### config.mk
export PLATFORM = sky130hd
export DESIGN_NAME = axi_line_reader_flat
export DESIGN_NICKNAME = d
export VERILOG_FILES = /design/src/rtl/axi_line_reader_if.sv /design/src/rtl/axi_line_reader.sv /design/src/flat_wrapper.sv
export SDC_FILE = /design/constraint.sdc
export NUM_CORES = 2
export LEC_CHECK = 0
export CELL_PAD_IN_SITES_DETAIL_PLACEMENT = 0
export CELL_PAD_IN_SITES_GLOBAL_PLACEMENT = 2
export CORE_AREA = 2 2 738 740
export CTS_CLUSTER_SIZE = 10
export DETAILED_ROUTE_END_ITERATION = 10
export DIE_AREA = 0 0 740 742
export PLACE_DENSITY = 0.5
export SLEW_MARGIN = 10
export SYNTH_ARGS = -nofsm -noshare
export SYNTH_HDL_FRONTEND = slang
export SYNTH_SLANG_ARGS = --single-unit
export TNS_END_PERCENT = 5
### constraint.sdc
create_clock -name clock_i -period 28.7 [get_ports clock_i]
set_input_delay 2.87 -clock clock_i [delete_from_list [all_inputs] [get_ports clock_i]]
set_output_delay 2.87 -clock clock_i [all_outputs]
set_load 0.02 [all_outputs]
### src/rtl/axi_line_reader_if.sv
// Minimal AXI4 channel bundle used by axi_line_reader; the master only ever
// reads, but the write channels are carried so the bus is complete.
interface axi_if #(
   parameter int ADDR_WIDTH = 64,
   parameter int DATA_WIDTH = 512,
   parameter int ID_WIDTH   = 4
);
   logic [ID_WIDTH-1:0]     arid;
   logic [ADDR_WIDTH-1:0]   araddr;
   logic [7:0]              arlen;
   logic [2:0]              arsize;
   logic [1:0]              arburst;
   logic                    arvalid;
   logic                    arready;

   logic [ID_WIDTH-1:0]     rid;
   logic [DATA_WIDTH-1:0]   rdata;
   logic [1:0]              rresp;
   logic                    rlast;
   logic                    rvalid;
   logic                    rready;

   logic [ID_WIDTH-1:0]     awid;
   logic [ADDR_WIDTH-1:0]   awaddr;
   logic [7:0]              awlen;
   logic [2:0]              awsize;
   logic [1:0]              awburst;
   logic                    awvalid;
   logic                    awready;

   logic [DATA_WIDTH-1:0]   wdata;
   logic [DATA_WIDTH/8-1:0] wstrb;
   logic                    wlast;
   logic                    wvalid;
   logic                    wready;

   logic [ID_WIDTH-1:0]     bid;
   logic [1:0]              bresp;
   logic                    bvalid;
   logic                    bready;

   modport master (
      output arid, araddr, arlen, arsize, arburst, arvalid,
      input  arready,
      input  rid, rdata, rresp, rlast, rvalid,
      output rready,
      output awid, awaddr, awlen, awsize, awburst, awvalid,
      input  awready,
      output wdata, wstrb, wlast, wvalid,
      input  wready,
      input  bid, bresp, bvalid,
      output bready
   );

   modport slave (
      input  arid, araddr, arlen, arsize, arburst, arvalid,
      output arready,
      output rid, rdata, rresp, rlast, rvalid,
      input  rready,
      input  awid, awaddr, awlen, awsize, awburst, awvalid,
      output awready,
      input  wdata, wstrb, wlast, wvalid,
      output wready,
      output bid, bresp, bvalid,
      input  bready
   );
endinterface

### src/rtl/axi_line_reader.sv
// Reads a run of 64-byte lines over AXI, one single-beat read at a time,
// and hands them to the consumer through a small first-word-fall-through FIFO.
//
// state | meaning
// IDLE  | waiting for start_i
// ADDR  | issue AR for current line once the FIFO has a free slot
// DATA  | wait for the single R beat, push it into the FIFO
// DRAIN | all lines fetched, wait for the consumer to empty the FIFO
// DONE  | one-cycle done_o pulse
module axi_line_reader #(
   parameter int ADDR_WIDTH     = 64,
   parameter int COUNT_WIDTH    = 32,
   parameter int FIFO_LOG_DEPTH = 2
) (
   input  logic                   clock_i,
   input  logic                   reset_i,
   input  logic                   start_i,
   input  logic [ADDR_WIDTH-1:0]  base_addr_i,
   input  logic [COUNT_WIDTH-1:0] num_lines_i,
   output logic                   busy_o,
   output logic                   done_o,
   output logic                   error_o,
   axi_if.master                  axi_bus,
   output logic [511:0]           data_o,
   output logic                   data_valid_o,
   input  logic                   data_ready_i
);
   localparam int DEPTH = 2**FIFO_LOG_DEPTH;
   localparam logic [FIFO_LOG_DEPTH:0]   DEPTH_CNT = (FIFO_LOG_DEPTH+1)'(DEPTH);
   localparam logic [FIFO_LOG_DEPTH:0]   CNT_ONE   = (FIFO_LOG_DEPTH+1)'(1);
   localparam logic [FIFO_LOG_DEPTH-1:0] PTR_ONE   = FIFO_LOG_DEPTH'(1);

   typedef enum logic [2:0] {IDLE, ADDR, DATA, DRAIN, DONE} state_t;

   state_t                    state_q, state_d;
   logic [ADDR_WIDTH-1:0]     addr_q, addr_d;
   logic [COUNT_WIDTH-1:0]    remaining_q, remaining_d;
   logic                      error_q, error_d;
   logic [FIFO_LOG_DEPTH-1:0] wr_ptr_q, wr_ptr_d, rd_ptr_q, rd_ptr_d;
   logic [FIFO_LOG_DEPTH:0]   count_q, count_d;
   logic [511:0]              mem_q [DEPTH];

   logic push, pop, fifo_empty, fifo_has_room;
   logic arvalid, rready, done;

   assign fifo_empty    = (count_q == '0);
   assign fifo_has_room = (count_q < DEPTH_CNT);
   assign pop           = !fifo_empty && data_ready_i;

   always_comb begin
      state_d     = state_q;
      addr_d      = addr_q;
      remaining_d = remaining_q;
      error_d     = error_q;
      push        = 1'b0;
      arvalid     = 1'b0;
      rready      = 1'b0;
      done        = 1'b0;
      case (state_q)
         IDLE: begin
            if (start_i) begin
               addr_d      = {base_addr_i[ADDR_WIDTH-1:6], 6'b0};
               remaining_d = num_lines_i;
               error_d     = 1'b0;
               state_d     = (num_lines_i != '0) ? ADDR : DONE;
            end
         end
         ADDR: begin
            // Occupancy only falls while here, so arvalid never drops before arready.
            arvalid = fifo_has_room;
            if (arvalid && axi_bus.arready) begin
               addr_d  = addr_q + ADDR_WIDTH'(64);
               state_d = DATA;
            end
         end
         DATA: begin
            rready = 1'b1;
            if (axi_bus.rvalid) begin
               push        = 1'b1;
               remaining_d = remaining_q - COUNT_WIDTH'(1);
               if (axi_bus.rresp != 2'b00) error_d = 1'b1;
               state_d     = (remaining_d != '0) ? ADDR : DRAIN;
            end
         end
         DRAIN: begin
            if (fifo_empty) state_d = DONE;
         end
         DONE: begin
            done    = 1'b1;
            state_d = IDLE;
         end
         default: state_d = IDLE;
      endcase
   end

   always_comb begin
      wr_ptr_d = push ? wr_ptr_q + PTR_ONE : wr_ptr_q;
      rd_ptr_d = pop  ? rd_ptr_q + PTR_ONE : rd_ptr_q;
      count_d  = count_q;
      case ({push, pop})
         2'b10:   count_d = count_q + CNT_ONE;
         2'b01:   count_d = count_q - CNT_ONE;
         default: count_d = count_q;
      endcase
   end

   always_ff @(posedge clock_i) begin
      if (reset_i) begin
         state_q     <= IDLE;
         addr_q      <= '0;
         remaining_q <= '0;
         error_q     <= 1'b0;
         wr_ptr_q    <= '0;
         rd_ptr_q    <= '0;
         count_q     <= '0;
      end else begin
         state_q     <= state_d;
         addr_q      <= addr_d;
         remaining_q <= remaining_d;
         error_q     <= error_d;
         wr_ptr_q    <= wr_ptr_d;
         rd_ptr_q    <= rd_ptr_d;
         count_q     <= count_d;
      end
   end

   always_ff @(posedge clock_i) begin
      if (push) mem_q[wr_ptr_q] <= axi_bus.rdata;
   end

   assign data_o       = fifo_empty ? '0 : mem_q[rd_ptr_q];
   assign data_valid_o = !fifo_empty;
   assign busy_o       = (state_q != IDLE);
   assign done_o       = done;
   assign error_o      = error_q;

   assign axi_bus.arid    = '0;
   assign axi_bus.araddr  = addr_q;
   assign axi_bus.arlen   = 8'd0;
   assign axi_bus.arsize  = 3'b110;
   assign axi_bus.arburst = 2'b01;
   assign axi_bus.arvalid = arvalid;
   assign axi_bus.rready  = rready;

   assign axi_bus.awid    = '0;
   assign axi_bus.awaddr  = '0;
   assign axi_bus.awlen   = 8'd0;
   assign axi_bus.awsize  = 3'b000;
   assign axi_bus.awburst = 2'b00;
   assign axi_bus.awvalid = 1'b0;
   assign axi_bus.wdata   = '0;
   assign axi_bus.wstrb   = '0;
   assign axi_bus.wlast   = 1'b0;
   assign axi_bus.wvalid  = 1'b0;
   assign axi_bus.bready  = 1'b1;

   logic unused_inputs;
   assign unused_inputs = ^{axi_bus.rid, axi_bus.rlast, axi_bus.awready, axi_bus.wready,
                            axi_bus.bid, axi_bus.bresp, axi_bus.bvalid, base_addr_i[5:0]};
endmodule

### src/flat_wrapper.sv
// flat-port wrapper written by rule: the top's interface ports become plain ports
module axi_line_reader_flat 
#(
   parameter int ADDR_WIDTH     = 64,
   parameter int COUNT_WIDTH    = 32,
   parameter int FIFO_LOG_DEPTH = 2
)
  (clock_i, reset_i, start_i, base_addr_i, num_lines_i, busy_o, done_o, error_o, data_o, data_valid_o, data_ready_i, axi_bus_arid, axi_bus_araddr, axi_bus_arlen, axi_bus_arsize, axi_bus_arburst, axi_bus_arvalid, axi_bus_arready, axi_bus_rid, axi_bus_rdata, axi_bus_rresp, axi_bus_rlast, axi_bus_rvalid, axi_bus_rready, axi_bus_awid, axi_bus_awaddr, axi_bus_awlen, axi_bus_awsize, axi_bus_awburst, axi_bus_awvalid, axi_bus_awready, axi_bus_wdata, axi_bus_wstrb, axi_bus_wlast, axi_bus_wvalid, axi_bus_wready, axi_bus_bid, axi_bus_bresp, axi_bus_bvalid, axi_bus_bready);
  axi_if #(.ADDR_WIDTH(ADDR_WIDTH), .DATA_WIDTH(512)) axi_bus_i ();
  input  logic clock_i;
  input  logic reset_i;
  input  logic start_i;
  input  logic [ADDR_WIDTH-1:0] base_addr_i;
  input  logic [COUNT_WIDTH-1:0] num_lines_i;
  output logic busy_o;
  output logic done_o;
  output logic error_o;
  output logic [511:0] data_o;
  output logic data_valid_o;
  input  logic data_ready_i;
  output wire logic [$bits(axi_bus_i.arid)-1:0] axi_bus_arid;
  output wire logic [$bits(axi_bus_i.araddr)-1:0] axi_bus_araddr;
  output wire logic [$bits(axi_bus_i.arlen)-1:0] axi_bus_arlen;
  output wire logic [$bits(axi_bus_i.arsize)-1:0] axi_bus_arsize;
  output wire logic [$bits(axi_bus_i.arburst)-1:0] axi_bus_arburst;
  output wire logic [$bits(axi_bus_i.arvalid)-1:0] axi_bus_arvalid;
  input wire logic [$bits(axi_bus_i.arready)-1:0] axi_bus_arready;
  input wire logic [$bits(axi_bus_i.rid)-1:0] axi_bus_rid;
  input wire logic [$bits(axi_bus_i.rdata)-1:0] axi_bus_rdata;
  input wire logic [$bits(axi_bus_i.rresp)-1:0] axi_bus_rresp;
  input wire logic [$bits(axi_bus_i.rlast)-1:0] axi_bus_rlast;
  input wire logic [$bits(axi_bus_i.rvalid)-1:0] axi_bus_rvalid;
  output wire logic [$bits(axi_bus_i.rready)-1:0] axi_bus_rready;
  output wire logic [$bits(axi_bus_i.awid)-1:0] axi_bus_awid;
  output wire logic [$bits(axi_bus_i.awaddr)-1:0] axi_bus_awaddr;
  output wire logic [$bits(axi_bus_i.awlen)-1:0] axi_bus_awlen;
  output wire logic [$bits(axi_bus_i.awsize)-1:0] axi_bus_awsize;
  output wire logic [$bits(axi_bus_i.awburst)-1:0] axi_bus_awburst;
  output wire logic [$bits(axi_bus_i.awvalid)-1:0] axi_bus_awvalid;
  input wire logic [$bits(axi_bus_i.awready)-1:0] axi_bus_awready;
  output wire logic [$bits(axi_bus_i.wdata)-1:0] axi_bus_wdata;
  output wire logic [$bits(axi_bus_i.wstrb)-1:0] axi_bus_wstrb;
  output wire logic [$bits(axi_bus_i.wlast)-1:0] axi_bus_wlast;
  output wire logic [$bits(axi_bus_i.wvalid)-1:0] axi_bus_wvalid;
  input wire logic [$bits(axi_bus_i.wready)-1:0] axi_bus_wready;
  input wire logic [$bits(axi_bus_i.bid)-1:0] axi_bus_bid;
  input wire logic [$bits(axi_bus_i.bresp)-1:0] axi_bus_bresp;
  input wire logic [$bits(axi_bus_i.bvalid)-1:0] axi_bus_bvalid;
  output wire logic [$bits(axi_bus_i.bready)-1:0] axi_bus_bready;
  assign axi_bus_arid = axi_bus_i.arid;
  assign axi_bus_araddr = axi_bus_i.araddr;
  assign axi_bus_arlen = axi_bus_i.arlen;
  assign axi_bus_arsize = axi_bus_i.arsize;
  assign axi_bus_arburst = axi_bus_i.arburst;
  assign axi_bus_arvalid = axi_bus_i.arvalid;
  assign axi_bus_i.arready = axi_bus_arready;
  assign axi_bus_i.rid = axi_bus_rid;
  assign axi_bus_i.rdata = axi_bus_rdata;
  assign axi_bus_i.rresp = axi_bus_rresp;
  assign axi_bus_i.rlast = axi_bus_rlast;
  assign axi_bus_i.rvalid = axi_bus_rvalid;
  assign axi_bus_rready = axi_bus_i.rready;
  assign axi_bus_awid = axi_bus_i.awid;
  assign axi_bus_awaddr = axi_bus_i.awaddr;
  assign axi_bus_awlen = axi_bus_i.awlen;
  assign axi_bus_awsize = axi_bus_i.awsize;
  assign axi_bus_awburst = axi_bus_i.awburst;
  assign axi_bus_awvalid = axi_bus_i.awvalid;
  assign axi_bus_i.awready = axi_bus_awready;
  assign axi_bus_wdata = axi_bus_i.wdata;
  assign axi_bus_wstrb = axi_bus_i.wstrb;
  assign axi_bus_wlast = axi_bus_i.wlast;
  assign axi_bus_wvalid = axi_bus_i.wvalid;
  assign axi_bus_i.wready = axi_bus_wready;
  assign axi_bus_i.bid = axi_bus_bid;
  assign axi_bus_i.bresp = axi_bus_bresp;
  assign axi_bus_i.bvalid = axi_bus_bvalid;
  assign axi_bus_bready = axi_bus_i.bready;
  axi_line_reader #(.ADDR_WIDTH(ADDR_WIDTH), .COUNT_WIDTH(COUNT_WIDTH), .FIFO_LOG_DEPTH(FIFO_LOG_DEPTH)) u_core (.clock_i(clock_i), .reset_i(reset_i), .start_i(start_i), .base_addr_i(base_addr_i), .num_lines_i(num_lines_i), .busy_o(busy_o), .done_o(done_o), .error_o(error_o), .axi_bus(axi_bus_i), .data_o(data_o), .data_valid_o(data_valid_o), .data_ready_i(data_ready_i));
endmodule
==> impl_metrics.tcl <==
set metrics [dict create \
    outcome "completed" \
    clkPwrFrac 0.425 \
    ys_ff_latch 2151 \
    synth_top_area_frac 0.692 \
    powerDensity_nw_per_um2 63.4 \
    yosys-top-cells-area "edfxtp_1, mux4_2, buf_4" \
    dp_cells 13137 \
    wl_um 326000 \
    drc 0 \
    netlist_instances 4881 \
    intPower_uw 5520 \
    first_iter_violations 2910 \
    worst-path-buf-inv 6 \
    setup_viol 0 \
    synth_common_cells "edfxtp_1, buf_4, nor2b_1, mux4_2, clkbuf_1" \
    core_area_um2 542000 \
    worstMarginPinSlew_ps 1200 \
    cts_tree "done" \
    path_max_fanout 83 \
    period_share 0.340 \
    slew_viol_final 0 \
    yosys.area.top_type "edfxtp_1" \
    synth_warnings 0 \
    viasPerCell 3.52 \
    avgSynthCellArea_um2 18.2 \
    dpl.hpwl_um 235000 \
    swShare 0.242 \
    place_congestion 0.755 \
    vias 47709 \
    nets 6815 \
    antenna_found_initial 224 \
    clockRootBuffer "clkbuf_16" \
    cpMostUsedCell "buf_4" \
    critPathRequiredTime_ps 25830 \
    cap_violations 0 \
    netlist_area_um2 88900 \
    cts.sinks 2151 \
    post_cts_resized 0 \
    slew-limit-headroom 0.193 \
    holdWs_ps 507 \
    synth_edf_count 2048 \
    fmax_ghz 0.102 \
    areaGrowthSynthToFinish_pct 29.2 \
    crit_path_start_kind "flop" \
    die_w_um 740 \
    fp.dieArea_um2 549000 \
    antenna_left 0 \
    setup_slack_ps 18930 \
    io_pins 1890 \
    critPathSlowestCell "buf_4" \
    grt_pass1_vias 48528 \
    hold_violations 0 \
    grt_max_degree 125 \
    die_y_um 742 \
    track_usage 0.114 \
    clk_pin_slew_worst_paths_ps 50 \
    power.switching_uw 1760 \
    rows 271 \
    p_leak_uw 0.0347 \
    start_util 0.164 \
    synth_ff_type "edfxtp_1" \
    combPwrFrac 0.094 \
    grt_pass1_wl_um 433000 \
    cp-end-kind "output port" \
    slowest_delay_ps 890 \
    clk_path_buf_depth 4 \
    htree_levels 5 \
    async_reset_ff_frac 0 \
    finalSetupTns_ps 0 \
    synth_most_common_cell "edfxtp_1" \
    cp.arrival_ps 6900 \
    critPathTopFamily "buffers and inverters" \
    grt-ovfl-total 0 \
    drive_gt1_frac 0.151 \
    numPortBuffers 1185 \
    crit_chain "buf_4 > buf_4 > buf_12 > buf_4 > buf_4 > mux4_2 > nor2b_1 > clkdlybuf4s50_1" \
    postCtsHoldBufs 0 \
    grt_setup_unrepaired "no" \
    seqPwrFrac 0.481 \
    irDropWorstVdd_mv 0.0734 \
    post_drt_wl_per_cell_um 24.0 \
    yosysSeqAreaShare 0.715 \
    cts_made_buffers 271 \
    instances_no_fill 13566 \
    synth_cell_types 75 \
    min_period_ps 9770 \
    first_pass_iters 5 \
    insertion_delay_ps 890 \
    hold_path_class "reg2reg" \
    postCtsSetupBuffers 0 \
    pre_cts_slack_ps 19610 \
    skew_ps 48.0 \
    crit_type "reg2out" \
]
-- cells in the final DEF, fill, tap and decap left out, types with 46 or more instances in the layout --
master,synthesis,layout
nor2b_1,518,518
edfxtp_1,2048,2048
o21ai_0,75,75
buf_4,684,78
clkdlybuf4s50_1,0,1184
clkbuf_16,0,277
diode_2,0,46
dfxtp_1,103,101
nor2_1,109,108
nand2_1,89,89
conb_1,2,684
mux4_2,512,512
a21oi_1,78,77
-- worst paths after layout --
check                                                         start                                   to  slack, ps  depth (start not counted)
worst max-delay path                                           flop                          data_o[484]      18930                          8
worst min-delay path            u_core.remaining_q[31]$_SDFFE_PP0P_  u_core.remaining_q[31]$_SDFFE_PP0P_        510                          2
worst max register to register       u_core.state_q[1]$_SDFFE_PP0P_       u_core.mem_q[0][420]$_DFFE_PP_      23040                          9
worst min register to register  u_core.remaining_q[31]$_SDFFE_PP0P_  u_core.remaining_q[31]$_SDFFE_PP0P_        510                          2
-- registers in the layout (all words and copies together), names as in the netlist, named ones only --
signal,cells
u_core.count_q,3
u_core.remaining_q,32
u_core.axi_bus.araddr,58
u_core.wr_ptr_q,2
u_core.error_o,1
u_core.mem_q,2048
u_core.rd_ptr_q,2
u_core.state_q,3
-- tightest hold or removal path, stage by stage (launching register included) --
cell and delay (ps):
dfxtp_1 330, o21ai_0 70, a21oi_1 60
-- logic make-up (layout without fill, tap and decap cells) --
| group | after synthesis | in the layout | share of synthesized area |
|---|---|---|---|
| compound gates | 304 | 304 | 0.0219 |
| fa+ha+maj | 9 | 9 | 0.00135 |
| xor+xnor | 9 | 9 | 0.000887 |
| other cells | 2 | 730 | 0.0000845 |
| mux | 518 | 518 | 0.130 |
| buf+inv | 947 | 1670 | 0.0692 |
| flops | 2151 | 2151 | 0.715 |
| simple gates | 941 | 941 | 0.0609 |
-- power groups by stage --
stage	registers, µW	clock network [µW]	logic [µW]
2_1_floorplan	3570	0	412
3_3_place_gp	3570	0	696
3_5_place_dp	3570	0	697
4_1_cts	3500	3220	700
5_1_grt	3510	3320	734
6_report	3500	3100	682
-- through the flow --
| step | area [µm²] | power, µW | utilization |
|---|---|---|---|
| floorplan | 91400 | 3980 | - |
| global placement | 107000 | 4260 | 0.197 |
| detailed placement | 107000 | 4260 | 0.197 |
| CTS | 115000 | 7420 | 0.212 |
| global route | 115000 | 7560 | 0.212 |
| finish | 115000 | 7280 | 0.212 |
-- final cells by class --
| cell class | count | area, µm² |
|---|---|---|
| Tap cell | 7234 | 9050 |
| Multi-Input combinational cell | 2465 | 21800 |
| Inverter | 20 | 75.1 |
| Fill cell | 56821 | 427000 |
| Clock buffer | 323 | 7120 |
| Antenna cell | 46 | 115 |
| Sequential cell | 2151 | 63600 |
| Timing Repair Buffer | 1267 | 12500 |
| Clock inverter | 60 | 616 |
-- layer usage --
metal / track usage / vias to the layer above / routed length (µm)
met3: 0.0471 / 729 / 30100
met1: 0.114 / 24623 / 111000
met5: 0 / - / 654
li1: - / 20317 / -
met4: 0.0385 / 102 / 12400
met2: 0.211 / 1938 / 172000
Note: power is estimated with default switching activity, not from simulation.
